## src/rtl/pmem_arbiter.sv

```systemverilog
// Arbitrates one cacheline-sized physical-memory port between I-cache and D-cache; pmem request 1 cycle after pickup, resp routed same cycle, DONE+IDLE before next grant.
// Requests are level-held until x_resp, so losers simply wait; PMEM_ARB_RR_EN selects round-robin instead of fixed D>I priority.
module pmem_arbiter #(
   parameter int LINE_W = 256,
   parameter int ADDR_W = 32
) (
   input  logic              clk,
   input  logic              rst,
   input  logic              i_read,
   input  logic [ADDR_W-1:0] i_address,
   output logic [LINE_W-1:0] i_rdata,
   output logic              i_resp,
   input  logic              d_read,
   input  logic              d_write,
   input  logic [ADDR_W-1:0] d_address,
   input  logic [LINE_W-1:0] d_wdata,
   output logic [LINE_W-1:0] d_rdata,
   output logic              d_resp,
   output logic              pmem_read,
   output logic              pmem_write,
   output logic [ADDR_W-1:0] pmem_address,
   output logic [LINE_W-1:0] pmem_wdata,
   input  logic [LINE_W-1:0] pmem_rdata,
   input  logic              pmem_resp
);

   localparam int OFFSET_W = $clog2(LINE_W / 8);
   localparam logic [ADDR_W-1:0] ADDR_MASK = ~((ADDR_W'(1) << OFFSET_W) - ADDR_W'(1));

   typedef enum logic [1:0] {IDLE, GRANT_I, GRANT_D, DONE} state_t;

   state_t            state_q;
   logic [ADDR_W-1:0] addr_q, addr_d;
   logic [LINE_W-1:0] wdata_q, wdata_d;
   logic              read_q, write_q, wr_d;
   logic              d_pend, pick_d;

   assign d_pend = d_read | d_write;

`ifdef PMEM_ARB_RR_EN
   // last_d_q=0 means I was served last, so D wins the first tie after reset
   logic last_d_q;
   assign pick_d = d_pend & (~i_read | ~last_d_q);
`else
   assign pick_d = d_pend;
`endif

   always_comb begin
      addr_d  = (pick_d ? d_address : i_address) & ADDR_MASK;
      wdata_d = pick_d ? d_wdata : '0;
      wr_d    = pick_d & d_write;
   end

   always_ff @(posedge clk) begin
      if (rst) begin
         state_q  <= IDLE;
         addr_q   <= '0;
         wdata_q  <= '0;
         read_q   <= 1'b0;
         write_q  <= 1'b0;
`ifdef PMEM_ARB_RR_EN
         last_d_q <= 1'b0;
`endif
      end else begin
         case (state_q)
            IDLE: begin
               if (d_pend | i_read) begin
                  addr_q   <= addr_d;
                  wdata_q  <= wdata_d;
                  read_q   <= ~wr_d;
                  write_q  <= wr_d;
                  state_q  <= pick_d ? GRANT_D : GRANT_I;
`ifdef PMEM_ARB_RR_EN
                  last_d_q <= pick_d;
`endif
               end
            end
            GRANT_I, GRANT_D: begin
               if (pmem_resp) begin
                  state_q <= DONE;
                  read_q  <= 1'b0;
                  write_q <= 1'b0;
               end
            end
            DONE:    state_q <= IDLE;
            default: state_q <= IDLE;
         endcase
      end
   end

   assign pmem_read    = read_q;
   assign pmem_write   = write_q;
   assign pmem_address = addr_q;
   assign pmem_wdata   = wdata_q;

   // Memory data passes straight through to whichever side holds the grant
   assign i_resp  = (state_q == GRANT_I) & pmem_resp;
   assign d_resp  = (state_q == GRANT_D) & pmem_resp;
   assign i_rdata = (state_q == GRANT_I) ? pmem_rdata : '0;
   assign d_rdata = (state_q == GRANT_D) ? pmem_rdata : '0;

`ifndef SYNTHESIS
   a_no_rd_wr: assert property (@(posedge clk) disable iff (rst) !(d_read && d_write));
`endif

endmodule

```

## config.mk

```make
export PLATFORM = sky130hd
export DESIGN_NAME = pmem_arbiter
export DESIGN_NICKNAME = d
export VERILOG_FILES = /design/src/rtl/pmem_arbiter.sv
export SDC_FILE = /design/constraint.sdc
export NUM_CORES = 1
export LEC_CHECK = 0
export ABC_AREA = 1
export BUFFER_PORTS_ARGS = -buffer_cell sky130_fd_sc_hd__buf_2
export CORE_AREA = 2 2 536 538
export DETAILED_ROUTE_END_ITERATION = 6
export DIE_AREA = 0 0 538 540
export GPL_TIMING_DRIVEN = 0
export PLACE_DENSITY = 0.31
export SETUP_SLACK_MARGIN = 0.5
export SLEW_MARGIN = 20
export SYNTH_ARGS = -nofsm -noshare
export SYNTH_HDL_FRONTEND = slang
export SYNTH_SLANG_ARGS = --single-unit
```

## constraint.sdc

```tcl
create_clock -name clk -period 2.5 [get_ports clk]
set_input_delay 0.25 -clock clk [delete_from_list [all_inputs] [get_ports clk]]
set_output_delay 0.25 -clock clk [all_outputs]
set_load 0.01 [all_outputs]
```

## Word level (Yosys, flattened, before mapping)

Cells that the tools add are included.

- Register bits after elaboration: 287
- Output and inout port bits: 804
- Word-level logic and storage cells: 35

- Equal/unequal tests: 5
- Mux-type cells: 13
- Bitwise logic cells: 6
- Reduce and logical (&&, ||, !) cells: 6

Operators with widths:

| cell | count |
|---|---|
| $mux 256 | 3 |
| $mux 32 | 1 |
| $mux 2 | 3 |
| $pmux 2 s3 | 1 |
| $eq 2x2->1 const B | 2 |
| $ne 2x2->1 const B | 2 |
| $pmux 1 s2 | 2 |
| $reduce_and 2->1 | 2 |
| $and 1x1->1 | 3 |
| $mux 1 | 3 |
| $reduce_and 3->1 | 1 |
| $eq 2x1->1 const B | 1 |
| $logic_not 2->1 | 1 |
| $or 1x1->1 | 2 |
| $reduce_bool 2->1 | 1 |
| $reduce_or 2->1 | 1 |
| $not 1->1 | 1 |

## Longest topological paths before layout

- Word-level depth: 5
- Gate-level depth with buffers: 8
- Depth with buffers taken out: 8

## Least setup slack after synthesis

Ideal clock, no wire load.

- Path type: reg2out
- From: register state_q[1]
- To: output port i_rdata[227]
- Arrival: 1.409 ns
- Required time: 2.250 ns
- Path slack: 0.841 ns
- Cell stages (with the launch flop): 8
- Buffers on the path: 3
- Cells stage by stage: dfxtp_1 > inv_1 > ha_1 > clkbuf_1 > clkbuf_1 > buf_1 > nand2_1 > inv_1

- Longest elaborated chain between the ends: 2

Ends and longest elaborated chain:

| element | RTL line | text |
|---|---|---|
| start: declaration | 32 | `state_t state_q;` |
| start signal: assignment | 72 | `state_q <= pick_d ? GRANT_D : GRANT_I;` |
| $eq 2x1->1 | 99 | `assign i_rdata = (state_q == GRANT_I) ? pmem_rdata : '0;` |
| $mux 256 | 99 |  |
| end: declaration | 11 | `output logic [LINE_W-1:0] i_rdata,` |

Every way passes these cells.

## Final worst setup path

- From: register state_q[0]
- To: output port d_rdata[182]

- Longest elaborated chain between the ends: 2

Ends and longest elaborated chain:

| element | RTL line | text |
|---|---|---|
| $eq 2x2->1 | 100 | `assign d_rdata = (state_q == GRANT_D) ? pmem_rdata : '0;` |
| $mux 256 | 100 |  |
| end: declaration | 17 | `output logic [LINE_W-1:0] d_rdata,` |

Every way passes these cells.

==> flow_metrics.env <==
export IMPL_status="finished clean"
export IMPL_initial_core_util=0.0508
export IMPL_slowest_stage="dfxtp_4"
export IMPL_clock_root_buffer="clkbuf_16"
export IMPL_htreeDepth=2
export IMPL_synth_cells=2457
export IMPL_regToRegEndpoint="pmem_wdata[79]"
export IMPL_postSynth_asyncResetShare=0
export IMPL_reg2regPathDepth=12
export IMPL_dp_hpwl_mm=164
export IMPL_hold_viol_final=0
export IMPL_regToRegStartpoint="state_q[1]"
export IMPL_worstSetupEndpointType="output pin"
export IMPL_post_drt_wl_per_cell_um=23.4
export IMPL_maxCapViolCount=0
export IMPL_portBuffers=1369
export IMPL_yosys_top_cells_count="nand2_1, inv_1, dfxtp_1"
export IMPL_ys_flop_type="dfxtp_1"
export IMPL_cp_data_arrival_time_ns=2.05
export IMPL_drive_gt1_frac=0.482
export IMPL_clk_path_buf_depth=3
export IMPL_finalWorstSetupSlack_ns=0.196
export IMPL_cts_tree="yes"
export IMPL_synth_area_leaders="dfxtp_1, nand2_1, inv_1"
export IMPL_cellLeakagePower_nw=19.9
export IMPL_cts_made_buffers=39
export IMPL_grt_pass1_vias=22400
export IMPL_avgSynthCellArea_um2=5.88
export IMPL_timing_critical_path_depth=8
export IMPL_clk_latency_ns=0.63
export IMPL_layout_min_cycle_time_ns=2.30
export IMPL_rsz0062_at_grt="yes"
export IMPL_dp_slack_ns=-0.909
export IMPL_critPathLaunchType="flip-flop"
export IMPL_synthToLayoutAreaGrowth_pct=143
export IMPL_worstPathCellList="inv_4, ha_4, clkbuf_16, clkbuf_16, buf_12, nand2_1, inv_1, buf_2"
export IMPL_final_antenna_net_count=0
export IMPL_synth_top_area_share=0.397
export IMPL_vias=23000
export IMPL_worst_pin_slew_ns=0.946
export IMPL_synth_seq_cells=287
export IMPL_min_period_over_period=0.922
export IMPL_ios=1386
export IMPL_grt_start_max_net_pins=13
export IMPL_antenna_found_initial=137
export IMPL_grt_pass1_wl_mm=231
export IMPL_path_class="reg2out"
export IMPL_synth_seq_area_share=0.397
export IMPL_gp_congestion=0.957
export IMPL_max_freq_ghz=0.434
export IMPL_critPathBufInv=6
export IMPL_dieArea_mm2=0.291
export IMPL_die_h_um=540
export IMPL_busiest_layer="met2"
export IMPL_powerDensity_mw_per_mm2=1050
export IMPL_grtUsageMet3=0.0352
export IMPL_finClkSkew_ns=0.0569
export IMPL_fp_row_count=196
export IMPL_slew_headroom=0.369
export IMPL_use_met2=0.227
export IMPL_met1_usage=0.123
export IMPL_cp_common_cell="clkbuf_16"
export IMPL_required_ns=2.25
export IMPL_cp_max_fo=10
export IMPL_crit_family="buffers and inverters"
export IMPL_route_detailed_drc=0
export IMPL_clk_pin_slew_ns=0.05
export IMPL_min_path_type="in2reg"
export IMPL_endpoint="d_rdata[182]"
export IMPL_fill_cells=33400
export IMPL_synth_most_common_cell="nand2_1"
export IMPL_r2r_slack_ns=0.56
export IMPL_yosysTopAreaCell="dfxtp_1"
export IMPL_fin_nets=4762
export IMPL_hold_ws_ns=0.0631
export IMPL_report_final_setup_viol=0
export IMPL_cts_sinks=287
export IMPL_first_pass_iters=5
export IMPL_routed_wl_mm=188
export IMPL_grt_total_usage=0.122
export IMPL_synth_edf_count=0
export IMPL_first_iter_violations=1218
export IMPL_final_max_slew_viol_count=0
export IMPL_grt_ovfl_total=0
export IMPL_via_per_inst=2.86
export IMPL_setup_worst_path_start="state_q[0]"
export IMPL_cpPeakStageDelay_ns=0.37
export IMPL_yosysUniqueCellTypes=20
export IMPL_coreArea_mm2=0.284
export IMPL_synth_cell_area_mm2=0.0145
export IMPL_ir_worst_vdd_mv=0.481
export IMPL_dieWidth_um=538
export IMPL_yosysWarnings=0
==> per-layer routing <==
metal | up-vias | share of wire
li1 | 10600 | -
met1 | 10700 | 0.34
met2 | 1305 | 0.51
met3 | 354 | 0.085
met4 | 16 | 0.064
met5 | - | 0.00052
==> power by group <==
part / switching, mW / total [mW] / internal [mW]
Clock: 2.45 / 6.00 / 3.55
Sequential: 0.596 / 6.33 / 5.73
Combinational: 14.9 / 24.6 / 9.67
Total: 18.0 / 36.9 / 19.0
==> layout by cell type, fill, tap and decap left out, types with 2 or more instances in the layout <==
cell type / Yosys / layout
buf_6: 0 / 208
clkinvlp_4: 0 / 2
clkbuf_2: 0 / 5
buf_16: 0 / 2
a21oi_1: 256 / 254
buf_12: 0 / 28
diode_2: 0 / 71
o21ai_1: 3 / 3
a21oi_2: 0 / 2
nor2_4: 2 / 2
inv_4: 0 / 29
nand4_1: 2 / 2
nand2_4: 0 / 166
nand2_2: 1 / 30
dlygate4sd3_1: 0 / 259
clkbuf_8: 0 / 12
nor2_1: 60 / 60
bufinv_16: 0 / 4
o21ai_0: 26 / 26
ha_4: 0 / 3
buf_8: 0 / 19
inv_16: 0 / 2
clkbuf_4: 0 / 30
inv_1: 526 / 337
nand2_8: 0 / 23
clkbuf_1: 74 / 40
nand2_1: 1121 / 903
clkbuf_16: 0 / 76
inv_2: 2 / 159
nand3_1: 2 / 2
buf_4: 8 / 33
inv_8: 0 / 2
buf_2: 74 / 1179
conb_1: 1 / 5
dfxtp_1: 287 / 285
==> final cells by class <==
class | count | area (um^2) | share of cell area
clock buffers | 55 | 1120 | 0.0318
well taps | 3762 | 4710 | 0.134
inverters | 528 | 2070 | 0.0591
clock inverters | 11 | 219 | 0.00623
plain buffers | 162 | 1750 | 0.0499
multi-input cells | 1484 | 7750 | 0.221
flip-flops and latches | 287 | 5750 | 0.164
diodes | 71 | 178 | 0.00506
repair buffers | 1674 | 11600 | 0.330
==> cell families after synthesis <==
kind of cell / share of synthesized area
other: 0.000259
and+or+nand+nor: 0.310
DFF: 0.397
adders and majority gates: 0.00346
buffers and inverters: 0.188
AOI/OAI and AO/OA: 0.101
==> worst min-delay path: cells and delay by family <==
| family | cells | cell delay (ns) |
|---|---|---|
| buf+inv | 1 | 0.08 |
| simple gates | 4 | 0.26 |
==> timing repair <==
item / 4_1_cts / 5_1_grt
pin swaps: 46 / 126
setup endpoints to repair: 778 / 794
resized for setup: 455 / 832
endpoints found under the hold margin: 258 / 0
hold buffers: 259 / 0
buffers inserted: 5 / 8
gates cloned: 15 / 18
==> state kept, by name, summed over array words and instances (netlist names) <==
| register | count |
|---|---|
| pmem_wdata | 256 |
| pmem_address | 27 |
| state_q | 2 |
| pmem_read | 1 |
| pmem_write | 1 |
==> stage by stage <==
| step | instance area [um^2] | setup TNS (ns) | total power, mW | util | instances |
|---|---|---|---|---|---|
| 2_1_floorplan | 14500 | 0 | 14.2 | - | 2461 |
| 5_1_grt | 35100 | 0 | 39.2 | 0.123 | 8018 |
| 4_1_cts | 31900 | 0 | 33.5 | 0.112 | 7937 |
| 6_report | 35100 | 0 | 36.9 | 0.123 | 8034 |
| 3_3_place_gp | 26000 | -119.89 | 24.1 | 0.0915 | 7592 |
| 3_5_place_dp | 26000 | -74.22 | 24.0 | 0.0915 | 7592 |
==> worst min path at each step <==
stage / cells past startpoint / endpoint / start / slack, ns
after detailed placement: 2 / pmem_wdata[87] / pmem_wdata[87] / 0.45
after CTS: 5 / pmem_address[25] / i_address[25] / 0.005
final: 5 / pmem_address[25] / i_address[25] / 0.06
after global placement: 2 / pmem_wdata[146] / pmem_wdata[146] / 0.45
after global routing: 5 / pmem_address[21] / d_address[21] / 0.04
after floorplan: 2 / pmem_wdata[230] / d_wdata[230] / 0.40
Power figures use the tool's default switching activity.
